### src/rtl/rv0_core_pkg.sv
// Shared core-wide constants and the fetch-to-decode buffer entry.
package rv0_core_pkg;
    localparam int XLEN = 32;
    localparam logic [XLEN-1:0] RESET_ADDR = 32'h0000_0000;

    typedef struct packed {
        logic [31:0]     insn;
        logic [XLEN-1:0] addr;
    } sbuf_entry_t;
endpackage

### src/rtl/rv_sbuf_if.sv
// Ready/ack handshake carrying one fetched instruction and its address.
interface rv_sbuf_if;
    import rv0_core_pkg::*;
    logic [31:0]     insn;
    logic [XLEN-1:0] addr;
    logic            rdy;
    logic            ack;

    modport source (output insn, output addr, output rdy, input ack);
    modport sink   (input insn, input addr, input rdy, output ack);
endinterface

### src/rtl/rv0_fifo.sv
// Synchronous FIFO with clear; push while full is accepted when a pop happens the same cycle.
module rv0_fifo #(
    parameter int WIDTH = 32,
    parameter int DEPTH = 4,
    localparam int AW = $clog2(DEPTH)
) (
    input  logic             clk_i,
    input  logic             rst_ni,
    input  logic             clr_i,
    input  logic             push_i,
    input  logic [WIDTH-1:0] wdata_i,
    input  logic             pop_i,
    output logic [WIDTH-1:0] rdata_o,
    output logic [AW:0]      count_o
);
    localparam int AW1 = AW + 1;

    logic [WIDTH-1:0] mem_q [DEPTH];
    logic [AW-1:0]    wptr_q, rptr_q;
    logic [AW:0]      cnt_q;
    logic             full, empty, do_push, do_pop;

    assign empty   = (cnt_q == '0);
    assign full    = (cnt_q == AW1'(DEPTH));
    assign do_pop  = pop_i && !empty;
    assign do_push = push_i && (!full || do_pop);
    assign rdata_o = mem_q[rptr_q];
    assign count_o = cnt_q;

    always_ff @(posedge clk_i or negedge rst_ni) begin
        if (!rst_ni) begin
            wptr_q <= '0;
            rptr_q <= '0;
            cnt_q  <= '0;
        end else if (clr_i) begin
            wptr_q <= '0;
            rptr_q <= '0;
            cnt_q  <= '0;
        end else begin
            if (do_push) wptr_q <= wptr_q + AW'(1);
            if (do_pop)  rptr_q <= rptr_q + AW'(1);
            cnt_q <= cnt_q + AW1'(do_push) - AW1'(do_pop);
        end
    end

    always_ff @(posedge clk_i) begin
        if (do_push && !clr_i) mem_q[wptr_q] <= wdata_i;
    end
endmodule

### src/rtl/rv0_ifu.sv
// Instruction fetch unit: credit-limited word fetch into a small buffer, with redirect
// that drains stale in-flight responses through a discard counter.
module rv0_ifu #(
    parameter int              XLEN       = rv0_core_pkg::XLEN,
    parameter logic [XLEN-1:0] RESET_ADDR = rv0_core_pkg::RESET_ADDR,
    parameter int              DEPTH      = 4
) (
    input  logic            clk_i,
    input  logic            rst_ni,
    input  logic            ifu_flush_i,
    input  logic [XLEN-1:0] ifu_flush_addr_i,
    output logic            imem_req_o,
    output logic [XLEN-1:0] imem_addr_o,
    input  logic            imem_gnt_i,
    input  logic            imem_rvalid_i,
    input  logic [31:0]     imem_rdata_i,
    rv_sbuf_if.source       ifu_sbuf_if
);
    import rv0_core_pkg::*;

    localparam int AW = $clog2(DEPTH);
    localparam int CW = AW + 2;
    localparam int UW = CW + 1;
    localparam logic [XLEN-1:0] ALIGN = ~XLEN'(3);

    logic [XLEN-1:0] pc_q, pc_d;
    logic [CW-1:0]   disc_q, disc_d;
    logic [AW:0]     buf_cnt, aq_cnt;
    logic [XLEN-1:0] aq_head;
    sbuf_entry_t     buf_wdata, buf_head;
    logic [UW-1:0]   used;
    logic            fire, resp_keep, buf_pop, rdy;

    // Discarded responses still occupy credit so the buffer can never overflow.
    assign used       = UW'(buf_cnt) + UW'(aq_cnt) + UW'(disc_q);
    assign imem_req_o = rst_ni && !ifu_flush_i && (used < UW'(DEPTH));
    assign imem_addr_o = pc_q;
    assign fire       = imem_req_o && imem_gnt_i;
    assign resp_keep  = imem_rvalid_i && (disc_q == '0) && !ifu_flush_i;
    assign rdy        = (buf_cnt != '0);
    assign buf_pop    = rdy && ifu_sbuf_if.ack && !ifu_flush_i;

    assign buf_wdata.insn = imem_rdata_i;
    assign buf_wdata.addr = aq_head;

    assign ifu_sbuf_if.rdy  = rdy;
    assign ifu_sbuf_if.insn = rdy ? buf_head.insn : '0;
    assign ifu_sbuf_if.addr = rdy ? buf_head.addr : '0;

    always_comb begin
        pc_d   = pc_q;
        disc_d = disc_q;
        if (ifu_flush_i) begin
            pc_d = ifu_flush_addr_i & ALIGN;
            // Everything in flight, plus a grant landing this cycle, becomes stale.
            disc_d = disc_q + CW'(aq_cnt) + CW'(imem_gnt_i) - CW'(imem_rvalid_i);
        end else begin
            if (fire) pc_d = pc_q + XLEN'(4);
            if (imem_rvalid_i && disc_q != '0) disc_d = disc_q - CW'(1);
        end
    end

    always_ff @(posedge clk_i or negedge rst_ni) begin
        if (!rst_ni) begin
            pc_q   <= RESET_ADDR & ALIGN;
            disc_q <= '0;
        end else begin
            pc_q   <= pc_d;
            disc_q <= disc_d;
        end
    end

    rv0_fifo #(.WIDTH(XLEN), .DEPTH(DEPTH)) u_addr_q (
        .clk_i   (clk_i),
        .rst_ni  (rst_ni),
        .clr_i   (ifu_flush_i),
        .push_i  (fire),
        .wdata_i (pc_q),
        .pop_i   (resp_keep),
        .rdata_o (aq_head),
        .count_o (aq_cnt)
    );

    rv0_fifo #(.WIDTH($bits(sbuf_entry_t)), .DEPTH(DEPTH)) u_ibuf (
        .clk_i   (clk_i),
        .rst_ni  (rst_ni),
        .clr_i   (ifu_flush_i),
        .push_i  (resp_keep),
        .wdata_i (buf_wdata),
        .pop_i   (buf_pop),
        .rdata_o (buf_head),
        .count_o (buf_cnt)
    );

`ifndef SYNTHESIS
    a_no_stray_rvalid: assert property (@(posedge clk_i) disable iff (!rst_ni)
        imem_rvalid_i |-> (aq_cnt != '0 || disc_q != '0));
`endif
endmodule

### src/flat_wrapper.sv
// flat-port wrapper written by rule: the top's interface ports become plain ports
module rv0_ifu_flat import rv0_core_pkg::*;
#(
    parameter int              XLEN       = rv0_core_pkg::XLEN,
    parameter logic [XLEN-1:0] RESET_ADDR = rv0_core_pkg::RESET_ADDR,
    parameter int              DEPTH      = 4
)
  (clk_i, rst_ni, ifu_flush_i, ifu_flush_addr_i, imem_req_o, imem_addr_o, imem_gnt_i, imem_rvalid_i, imem_rdata_i, ifu_sbuf_if_insn, ifu_sbuf_if_addr, ifu_sbuf_if_rdy, ifu_sbuf_if_ack);
  rv_sbuf_if ifu_sbuf_if_i ();
  input  logic clk_i;
  input  logic rst_ni;
  input  logic ifu_flush_i;
  input  logic [XLEN-1:0] ifu_flush_addr_i;
  output logic imem_req_o;
  output logic [XLEN-1:0] imem_addr_o;
  input  logic imem_gnt_i;
  input  logic imem_rvalid_i;
  input  logic [31:0] imem_rdata_i;
  output wire logic [$bits(ifu_sbuf_if_i.insn)-1:0] ifu_sbuf_if_insn;
  output wire logic [$bits(ifu_sbuf_if_i.addr)-1:0] ifu_sbuf_if_addr;
  output wire logic [$bits(ifu_sbuf_if_i.rdy)-1:0] ifu_sbuf_if_rdy;
  input wire logic [$bits(ifu_sbuf_if_i.ack)-1:0] ifu_sbuf_if_ack;
  assign ifu_sbuf_if_insn = ifu_sbuf_if_i.insn;
  assign ifu_sbuf_if_addr = ifu_sbuf_if_i.addr;
  assign ifu_sbuf_if_rdy = ifu_sbuf_if_i.rdy;
  assign ifu_sbuf_if_i.ack = ifu_sbuf_if_ack;
  rv0_ifu #(.XLEN(XLEN), .RESET_ADDR(RESET_ADDR), .DEPTH(DEPTH)) u_core (.clk_i(clk_i), .rst_ni(rst_ni), .ifu_flush_i(ifu_flush_i), .ifu_flush_addr_i(ifu_flush_addr_i), .imem_req_o(imem_req_o), .imem_addr_o(imem_addr_o), .imem_gnt_i(imem_gnt_i), .imem_rvalid_i(imem_rvalid_i), .imem_rdata_i(imem_rdata_i), .ifu_sbuf_if(ifu_sbuf_if_i));
endmodule
### config.mk
export PLATFORM = sky130hd
export DESIGN_NAME = rv0_ifu_flat
export DESIGN_NICKNAME = d
export VERILOG_FILES = /design/src/rtl/rv0_core_pkg.sv /design/src/rtl/rv_sbuf_if.sv /design/src/rtl/rv0_fifo.sv /design/src/rtl/rv0_ifu.sv /design/src/flat_wrapper.sv
export SDC_FILE = /design/constraint.sdc
export NUM_CORES = 1
export LEC_CHECK = 0
export ABC_AREA = 0
export BUFFER_PORTS_ARGS = -buffer_cell sky130_fd_sc_hd__buf_2
export CAP_MARGIN = 40
export CORE_MARGIN = 8
export CORE_UTILIZATION = 30
export DETAILED_ROUTE_END_ITERATION = 16
export PLACE_DENSITY = 0.44
export SLEW_MARGIN = 20
export SYNTH_ARGS = -nofsm -noshare
export SYNTH_HDL_FRONTEND = slang
export SYNTH_HIERARCHICAL = 1
export SYNTH_SLANG_ARGS = --single-unit
### constraint.sdc
create_clock -name clk_i -period 5.45 [get_ports clk_i]
set_input_delay 0.545 -clock clk_i [delete_from_list [all_inputs] [get_ports clk_i]]
set_output_delay 0.545 -clock clk_i [all_outputs]
set_load 0.05 [all_outputs]
==> results.toml, run 1 <==
[critical_path]
r2r-start = "u_core/u_ibuf/count_o[1]$_DFF_PN0_"
ff2ff_path_depth = 15
start_kind = "flip-flop"
worst_ep_arrival_time_ps = 4590
crit_chain = "inv_1, fa_1, or2_2, fa_1, and4bb_1, o41ai_2, or2_1, inv_2, nor2b_2, a21o_2, ha_1, inv_1, fa_1, xnor2_1, nor2_1"
crit_fanout = 19
slowest_stage = "fa_1"
path_buf_inv = 3
path_delay_family = "adder cells"
reg2reg_to = "u_core/u_addr_q/count_o[2]$_DFF_PN0_"
critPathKind = "flip-flop to flip-flop"
cp_common_cell = "fa_1"
cp-end-kind = "flip-flop"
slowest_delay_ps = 500
ff2ff_setup_slack_ps = 1300
critPathRequiredTime_ps = 5880

[logic_synthesis]
synth_top_area_cell = "edfxtp_1"
synth-main-ff-cell = "edfxtp_1"
synth.distinct_cells = 62
synth_top_cell_area_share = 0.652
syn_inst = 934
ys_top_cells_by_area = "edfxtp_1, mux4_2, dfrtp_1"
synth_edf_count = 384
ys_warn_count = 6
ys_ff_latch = 432
ys_async_sr_fraction = 0.111
yosysSeqAreaShare = 0.720
syn_area_per_cell_um2 = 18.9
syn_area_mm2 = 0.0177

[route]
drt_pass1_iterations = 4
viasPerCell = 4.68
vias = 9100
route.detailed.drc = 0
drt-initial-drc-count = 525
wl_per_cell_um = 20.9
drtAntennaViolNets = 0
wl_um = 40600

[timing]
min_period_ps = 4150
clock-skew-final_ps = 22.8
setup_viol = 0
post-route-period-util = 0.762
rsz0062_at_grt = "no"
finalMaxSlewViolations = 0
worst_slew_pin_slew_ps = 707
hold_viol_final = 0
maxSlewHeadroom = 0.529
tns_ps = 0
fmax_mhz = 241

[cts]
cts_num_sinks = 432
cts_hold_buffers = 0
ctsResizeCount = 0
path_clk_slew_ps = 60
cts_made_buffers = 49
cts_setup_buffers = 0
cts_tree = "yes"
cts_buffer_depth = 3
root_buffer = "clkbuf_16"
clk_latency_ps = 590
htree_levels = 2

[placed_design]
place_area_mm2 = 0.0195
place_congestion = 0.716
portBuffers = 163
dp.final_hpwl_um = 24900

[finish]
final_common_cell = "edfxtp_1"
final_nets = 1231
post_route_cells_drive_above_1_share = 0.318
finalInstanceArea_mm2 = 0.0211
antenna_cells = 0
mostFrequentLayoutCells = "edfxtp_1, buf_2, mux4_2, and2_1, clkbuf_16"
syn_to_final_growth_pct = 19.2

[power]
combPwrFrac = 0.095
peakVddDrop_v = 0.000238
pwr-share-clk = 0.415
p_int_w = 0.00584
pwr-share-seq = 0.490
power_density_mw_per_mm2 = 369
switching_power_w = 0.00193
switching_share = 0.248
p_leak_nw = 7.31

[die]
die_area_mm2 = 0.0670
die_w_um = 259
rows = 89
start_util = 0.301
io-pin-count = 168
coreArea_mm2 = 0.0587
die_h_um = 259

[worst_hold_path]
hold_class = "primary input to async pin"

[grt]
grt.overflow.total = 0
grt_use_total = 0.120
grt_start_max_net_pins = 66
grt_pass1_wl_um = 61700
grt_pass1_vias = 9839
antenna_found_initial = 0

[flow_run]
drv_cap = 0

[status]
status = "completed"
==> per-stage QoR <==
step | total power [W] | setup WS, ps | cells | util | hold slack [ps]
detailed placement | 0.00464 | 1280 | 1856 | 0.332 | 499
global placement | 0.00463 | 1320 | 1854 | 0.332 | 497
finish | 0.00778 | 1300 | 1946 | 0.359 | 165
floorplan | 0.00437 | 1310 | 943 | - | 249
CTS | 0.00791 | 1250 | 1946 | 0.359 | 122
global route | 0.00810 | 981 | 1946 | 0.359 | 140
==> power by group through the flow <==
stage / Clock [W] / Combinational, W / Sequential [W]
6_report: 0.00323 / 0.000740 / 0.00381
4_1_cts: 0.00334 / 0.000761 / 0.00381
5_1_grt: 0.00346 / 0.000821 / 0.00382
2_1_floorplan: 0 / 0.000447 / 0.00393
3_3_place_gp: 0 / 0.000752 / 0.00387
3_5_place_dp: 0 / 0.000758 / 0.00388
==> Yosys cell counts (all sizes together), types with 4 or more instances <==
| cell | n |
|---|---|
| a21boi | 9 |
| a21o | 4 |
| a21oi | 5 |
| a221o | 13 |
| and2 | 73 |
| and3 | 6 |
| buf | 29 |
| clkbuf | 15 |
| dfrtp | 48 |
| edfxtp | 384 |
| fa | 7 |
| ha | 20 |
| inv | 28 |
| mux2i | 11 |
| mux4 | 96 |
| nand2 | 25 |
| nand2b | 4 |
| nand3 | 12 |
| nand4 | 14 |
| nor2 | 26 |
| nor2b | 7 |
| nor3 | 15 |
| nor3b | 5 |
| nor4 | 5 |
| o21ai | 21 |
| o311ai | 4 |
| o31ai | 4 |
| or3 | 4 |
| xnor2 | 4 |
| xor2 | 9 |
==> logic make-up after synthesis <==
group,count (synthesis),share of synthesized area
DFF,432,0.720
muxes,110,0.131
AOI/OAI and AO/OA,72,0.0305
and+or+nand+nor,207,0.0687
adders and majority gates,27,0.0221
buffers and inverters,72,0.0218
xor gates and xnor gates,13,0.00644
other,1,0.000212
==> worst register-to-register path, delay by kind of cell (launching register included) <==
kind	cells	cell delay [ps]
AO/OA/AOI/OAI	2	250
XOR/XNOR	1	160
AND/OR/NAND/NOR	5	1160
flip-flops	1	490
adder cells (fa/ha/maj)	4	1500
buffers and inverters	3	460
==> cell type report <==
cell class / count / area [µm²]
Inverter: 28 / 105
Timing Repair Buffer: 184 / 1080
Clock buffer: 65 / 1340
Clock inverter: 25 / 246
Fill cell: 5522 / 37600
Multi-Input combinational cell: 439 / 4620
Tap cell: 773 / 967
Sequential cell: 432 / 12700
==> how the worst max path moves through the flow <==
stage,startpoint,depth (start not counted),endpoint
final,u_core/u_ibuf/count_o[1]$_DFF_PN0_,15,u_core/u_addr_q/count_o[2]$_DFF_PN0_
after global routing,u_core/u_ibuf/count_o[1]$_DFF_PN0_,15,u_core/u_addr_q/count_o[2]$_DFF_PN0_
after CTS,u_core/u_ibuf/count_o[1]$_DFF_PN0_,11,u_core/u_addr_q/mem_q[1][25]$_DFFE_PP_
after detailed placement,u_core/u_ibuf/count_o[1]$_DFF_PN0_,11,u_core/u_addr_q/mem_q[1][5]$_DFFE_PP_
after global placement,u_core/u_ibuf/count_o[1]$_DFF_PN0_,15,u_core/u_addr_q/count_o[2]$_DFF_PN0_
after floorplan,u_core/u_ibuf/count_o[1]$_DFF_PN0_,11,u_core/u_addr_q/mem_q[0][0]$_DFFE_PP_
==> sequential cells by signal, indices dropped and copies added, names as in the netlist <==
| signal | cells |
|---|---|
| u_core/disc_q | 4 |
| u_core/imem_addr_o | 30 |
| u_core/u_addr_q/count_o | 3 |
| u_core/u_addr_q/mem_q | 128 |
| u_core/u_addr_q/rptr_q | 2 |
| u_core/u_addr_q/wptr_q | 2 |
| u_core/u_ibuf/count_o | 3 |
| u_core/u_ibuf/mem_q | 256 |
| u_core/u_ibuf/rptr_q | 2 |
| u_core/u_ibuf/wptr_q | 2 |
==> routing by layer <==
metal,vias up,global-route usage,routed length (µm)
met2,182,0.197,19300
li1,4119,-,-
met4,0,0.0336,859
met5,-,0,0
met3,67,0.0263,1780
met1,4732,0.159,18600
Power figures use the tool's default switching activity.
==> run 2, diff against run 1 <==
- ABC_AREA: 0 -> 1
- clock period: 5.45 -> 3.9 ns (I/O delays scaled with it)
==> run 2 against run 1 <==
Compared with the run above: critical endpoint is now imem_req_o; count of clock-buffer cells in the layout fell by 4; sequential cell count did not move; sequential power rose by 41%; clock skew fell by 6.5 ps; sequential share of layout area fell by 3.5 points; via count rose by 37%; setup slack got worse by 680 ps; largest cell class unchanged; die area rose by 4.9%; register-to-register slack got worse by 590 ps; routed wire length rose by 18%; total power rose by 43%; highest routed layer unchanged; area after synthesis rose by 5.2%.
==> results.toml, run 2 <==
[cts]
htree_levels = 2
cts_buffer_depth = 3
path_clk_slew_ps = 60
clk_latency_ps = 590
cts_tree = "yes"
cts_made_buffers = 51
cts_num_sinks = 432
cts_setup_buffers = 0
root_buffer = "clkbuf_16"

[grt]
grt.overflow.total = 0
grt_pass1_vias = 12600
grtUsageMet1 = 0.176
grt_pass1_wl_um = 74400
grt.met2_usage = 0.225
grt_start_max_net_pins = 68
use_met3 = 0.0285
grt_use_total = 0.134
antenna_found_initial = 0
busiest_layer = "met2"

[timing]
rsz0062_at_grt = "no"
min_period_ps = 3280
fin_hold_ws_ps = 33.9
finalMaxSlewViolations = 0
hold_viol_final = 0
tns_ps = 0
post-route-period-util = 0.842
maxSlewHeadroom = 0.547
clock-skew-final_ps = 16.4
setup_ws_ps = 617
fmax_mhz = 305
worst_slew_pin_slew_ps = 680
setup_viol = 0

[die]
die_area_mm2 = 0.0702
start_util = 0.303
coreArea_mm2 = 0.0615
io-pin-count = 168
rows = 91
die_w_um = 265
die_h_um = 265

[critical_path]
worst_ep_arrival_time_ps = 2890
crit_fanout = 6
start_kind = "flip-flop"
path_delay_family = "adder cells"
cp_common_cell = "inv_1"
path_buf_inv = 4
r2r-start = "u_core/u_addr_q/count_o[1]$_DFF_PN0_"
critPathKind = "flip-flop to output pin"
startpoint = "u_core/u_addr_q/count_o[1]$_DFF_PN0_"
slowest_stage = "fa_1"
crit_chain = "inv_1, fa_1, inv_1, nand2_1, fa_1, nand3_1, nor2_2, nand2_1, inv_1, buf_2"
critPathRequiredTime_ps = 3510
slowest_delay_ps = 490
cp-end-kind = "output pin"

[logic_synthesis]
synth_top_cell_area_share = 0.620
yosysMostFrequentCell = "edfxtp_1"
yosys-top-cells-count = "edfxtp_1, nor2_1, nand2_1, o21ai_0, inv_1"
synth_top_area_cell = "edfxtp_1"
syn_area_mm2 = 0.0186
synth.distinct_cells = 36
syn_area_per_cell_um2 = 11.4
ys_warn_count = 6
yosysSeqAreaShare = 0.684
syn_inst = 1628
synth_edf_count = 384
synth-main-ff-cell = "edfxtp_1"
ys_async_sr_fraction = 0.111
ys_top_cells_by_area = "edfxtp_1, dfrtp_1, nor2_1"
ys_ff_latch = 432

[placed_design]
dp.final_hpwl_um = 28800
place_congestion = 0.783
portBuffers = 163
post-place-ws_ps = 673

[power]
p_leak_nw = 8.53
power_density_mw_per_mm2 = 498
peakVddDrop_v = 0.000334

[finish]
nFillCells = 6098
antenna_cells = 0
syn_to_final_growth_pct = 20.4
post_route_cells_drive_above_1_share = 0.164
largest_reg_flops = 256
final_nets = 1946
final_common_cell = "edfxtp_1"
mostFrequentLayoutCells = "edfxtp_1, nor2_1, nand2_1, buf_2, o21ai_0"
regMostFlops = "u_core/u_ibuf/mem_q"

[route]
drtAntennaViolNets = 0
vias = 12400
route.detailed.drc = 0
drt-initial-drc-count = 593
wl_per_cell_um = 17.8
viasPerCell = 4.64
wl_um = 47700
drt_pass1_iterations = 5

[flow_run]
drv_cap = 0

[worst_hold_path]
hold_class = "primary input to flip-flop"
min_from = "ifu_flush_addr_i[22]"

[status]
status = "completed"
## run 2: changes by cell type in the layout (fill, tap and decap cells not counted), sizes merged, moves of 13 or more
cell	before	now
nand2	25	200
nor2	26	336
nor3	15	1
inv	29	118
dlygate4sd3	0	48
nand3b	0	14
a221o	13	0
nand3	12	80
mux4	96	0
and2	73	0
o21ai	21	204
o22ai	0	96
## run 2: timing repair
item | CTS | global route
hold buffers | 48 | 0
resized for setup | 0 | 0
endpoints found under the hold margin | 142 | 0
## run 2: report_power, final
group / internal, W / leakage (nW) / switching, W
registers: 0.00519 / 4.06 / 0.000198
clock network: 0.00259 / 0.754 / 0.00186
logic: 0.000393 / 3.72 / 0.000914
## run 2: worst paths after layout
kind	end	slack [ps]	depth (start not counted)
max	imem_req_o	620	10
min	u_core/imem_addr_o[22]$_DFFE_PN0P_	30	3
max reg2reg	u_core/u_addr_q/mem_q[1][28]$_DFFE_PP_	710	12
min reg2reg	u_core/u_addr_q/wptr_q[0]$_DFFE_PN0P_	570	2
max in group asynchronous	u_core/u_ibuf/rptr_q[0]$_DFFE_PN0P_	2680	4
min in group asynchronous	u_core/imem_addr_o[23]$_DFFE_PN0P_	390	3
## run 2: kinds of logic (layout without fill, tap and decap cells)
| family | Yosys count | count (layout) | synth area share |
|---|---|---|---|
| and+or+nand+nor | 643 | 643 | 0.145 |
| DFF | 432 | 432 | 0.684 |
| AOI/OAI and AO/OA | 304 | 304 | 0.0886 |
| buffers and inverters | 204 | 456 | 0.0526 |
| adders and majority gates | 27 | 27 | 0.0210 |
| xor gates and xnor gates | 17 | 17 | 0.00800 |
| other | 1 | 10 | 0.000202 |
## run 2: through the flow
| stage | util | area (µm²) | cells | total power [W] |
|---|---|---|---|---|
| after CTS | 0.363 | 22300 | 2677 | 0.0113 |
| after global placement | 0.330 | 20300 | 2536 | 0.00675 |
| final | 0.364 | 22400 | 2679 | 0.0111 |
| after detailed placement | 0.330 | 20300 | 2536 | 0.00677 |
| after global routing | 0.364 | 22400 | 2679 | 0.0117 |
| after floorplan | - | 18700 | 1637 | 0.00634 |
## run 2: layer usage
layer / vias up / share of wire
met5: - / 0
met4: 0 / 0.020
met3: 65 / 0.044
met2: 239 / 0.47
met1: 6008 / 0.46
li1: 6113 / -
## run 2: worst reg2reg max path: cells and delay by family, from the launching register on
kind | cells | cell delay, ps
flip-flops | 1 | 480
buffers and inverters | 4 | 710
AND/OR/NAND/NOR | 6 | 710
adder cells (fa/ha/maj) | 2 | 930
## run 2: cell type report
| type | count | area (µm²) | share of cell area |
|---|---|---|---|
| flip-flops and latches | 432 | 12700 | 0.569 |
| clock inverters | 32 | 250 | 0.0112 |
| inverters | 120 | 455 | 0.0203 |
| clock buffers | 61 | 1310 | 0.0587 |
| repair buffers | 243 | 1680 | 0.0749 |
| well taps | 790 | 988 | 0.0441 |
| multi-input cells | 1001 | 4970 | 0.222 |
==> run 3, diff against run 2 <==
- clock period: 3.9 -> 3.21 ns (I/O delays scaled with it)
==> run 3 against run 2 <==
Compared with the run above: sequential cell count unchanged; clock skew down 1.3 ps; largest cell class unchanged; largest power group unchanged; routed wire length rose by 1.7%.
==> results.toml, run 3 (synthesis results as in run 2) <==
[die]
die_w_um = 265
die_h_um = 265
coreArea_mm2 = 0.0615
die_area_mm2 = 0.0702
start_util = 0.303
io-pin-count = 168
rows = 91

[critical_path]
r2r-start = "u_core/u_ibuf/count_o[2]$_DFF_PN0_"
critPathKind = "flip-flop to output pin"
start_kind = "flip-flop"
cp-end-kind = "output pin"
critPathRequiredTime_ps = 2890
worst_ep_arrival_time_ps = 2750
crit_fanout = 5
ff2ff_setup_slack_ps = 160
reg2reg_to = "u_core/u_addr_q/count_o[1]$_DFF_PN0_"
ff2ff_path_depth = 13

[cts]
cts_tree = "yes"
cts_made_buffers = 49
root_buffer = "clkbuf_16"
cts_buffer_depth = 3
clk_latency_ps = 570
cts_num_sinks = 432
path_clk_slew_ps = 60
htree_levels = 2

[grt]
grt_pass1_wl_um = 75200
antenna_found_initial = 0
grt_start_max_net_pins = 73
grt_pass1_vias = 12800
grt_use_total = 0.135
grt.overflow.total = 0

[finish]
final_common_cell = "edfxtp_1"
mostFrequentLayoutCells = "edfxtp_1, nor2_1, nand2_1, buf_2, o21ai_0"
post_route_cells_drive_above_1_share = 0.171
largest_reg_flops = 256
finalInstanceArea_mm2 = 0.0226
seq_area_mm2 = 0.0127
fin_util = 0.368
final_nets = 1963
syn_to_final_growth_pct = 21.5
antenna_cells = 0
nFillCells = 6049
multi_input_area_mm2 = 0.00502
regMostFlops = "u_core/u_ibuf/mem_q"

[timing]
worst_slew_pin_slew_ps = 712
post-route-period-util = 0.955
fmax_mhz = 326
finalMaxSlewViolations = 0
rsz0062_at_grt = "no"
clock-skew-final_ps = 15.1
maxSlewHeadroom = 0.526
setup_viol = 0
hold_viol_final = 0
tns_ps = 0
min_period_ps = 3070

[route]
drt_pass1_iterations = 5
drt-initial-drc-count = 762
route.detailed.drc = 0
wl_um = 48500
viasPerCell = 4.65
vias = 12500
wl_per_cell_um = 18.0
drtAntennaViolNets = 0

[placed_design]
portBuffers = 163
place_area_mm2 = 0.0204
place_congestion = 0.791
dp.final_hpwl_um = 29300

[status]
status = "completed"

[worst_hold_path]
whs_path_depth = 5
holdPathEnd = "u_core/imem_addr_o[3]$_DFFE_PN0P_"
hold_class = "primary input to flip-flop"
min_from = "ifu_flush_addr_i[3]"

[power]
power_density_mw_per_mm2 = 598
p_leak_nw = 8.61
peakVddDrop_v = 0.000357

[flow_run]
drv_cap = 0
[run 3: cell types whose count changed in the layout (fill, tap and decap cells not counted), sizes merged]
cell,previous run,this run
buf,195,201
inv,118,121
dlygate4sd3,48,60
clkinv,27,23
[run 3: layout make-up]
type                       count  share of cell area
clock buffer                  60              0.0560
clock inverter                31              0.0117
inverter                     120              0.0201
multi-input combinational   1001               0.222
sequential                   432               0.563
tap                          790              0.0437
timing repair buffer         262              0.0832
[run 3: critical path, stage by stage, from the launching register on]
cell,delay [ps]
dfrtp_2,440
fa_1,540
inv_1,70
fa_1,540
nand3_1,90
nor2_2,120
nand2_1,90
inv_1,60
clkbuf_4,220
[run 3: worst max-delay path by stage]
stage                                                        to  cells past startpoint  slack (ps)                                from
after global routing                                 imem_req_o                      8          10        u_core/disc_q[2]$_DFFE_PN0P_
after detailed placement   u_core/u_addr_q/count_o[2]$_DFF_PN0_                     16         150  u_core/u_ibuf/count_o[2]$_DFF_PN0_
after global placement     u_core/u_addr_q/count_o[2]$_DFF_PN0_                     14         170  u_core/u_ibuf/count_o[2]$_DFF_PN0_
final                                                imem_req_o                      8         140  u_core/u_ibuf/count_o[2]$_DFF_PN0_
after floorplan           u_core/u_addr_q/mem_q[0][0]$_DFFE_PP_                     12           5  u_core/u_ibuf/count_o[1]$_DFF_PN0_
after CTS                                            imem_req_o                      8          30  u_core/u_ibuf/count_o[2]$_DFF_PN0_
[run 3: where the power goes]
part / leakage (nW) / switching, W / internal, W
registers: 4.06 / 0.000251 / 0.00631
logic: 3.81 / 0.00112 / 0.000505
clock network: 0.743 / 0.00226 / 0.00307
[run 3: stage by stage]
stage / hold WS (ps) / setup slack, ps / instances / power [W]
final: 73.4 / 143 / 2696 / 0.0135
after global routing: 76.1 / 13.8 / 2696 / 0.0141
after CTS: 36.7 / 31.8 / 2693 / 0.0137
after detailed placement: 536 / 149 / 2542 / 0.00825
after global placement: 540 / 174 / 2542 / 0.00823
after floorplan: 25.4 / 4.83 / 1637 / 0.00771
[run 3: timing repair]
action / CTS / global route
endpoints found under the hold margin: 203 / 0
gates resized for setup: 0 / 4
hold buffers: 60 / 0
setup endpoints to repair: 0 / 3
setup buffers: 0 / 2
[run 3: per-layer routing]
metal / GRT usage / share of wire / wire [µm] / vias to the layer above
li1: - / - / - / 6151
met1: 0.181 / 0.47 / 22700 / 6069
met2: 0.227 / 0.47 / 22900 / 260
met3: 0.0229 / 0.041 / 1990 / 69
met4: 0.0346 / 0.019 / 946 / 0
met5: 0 / 0 / 0 / -
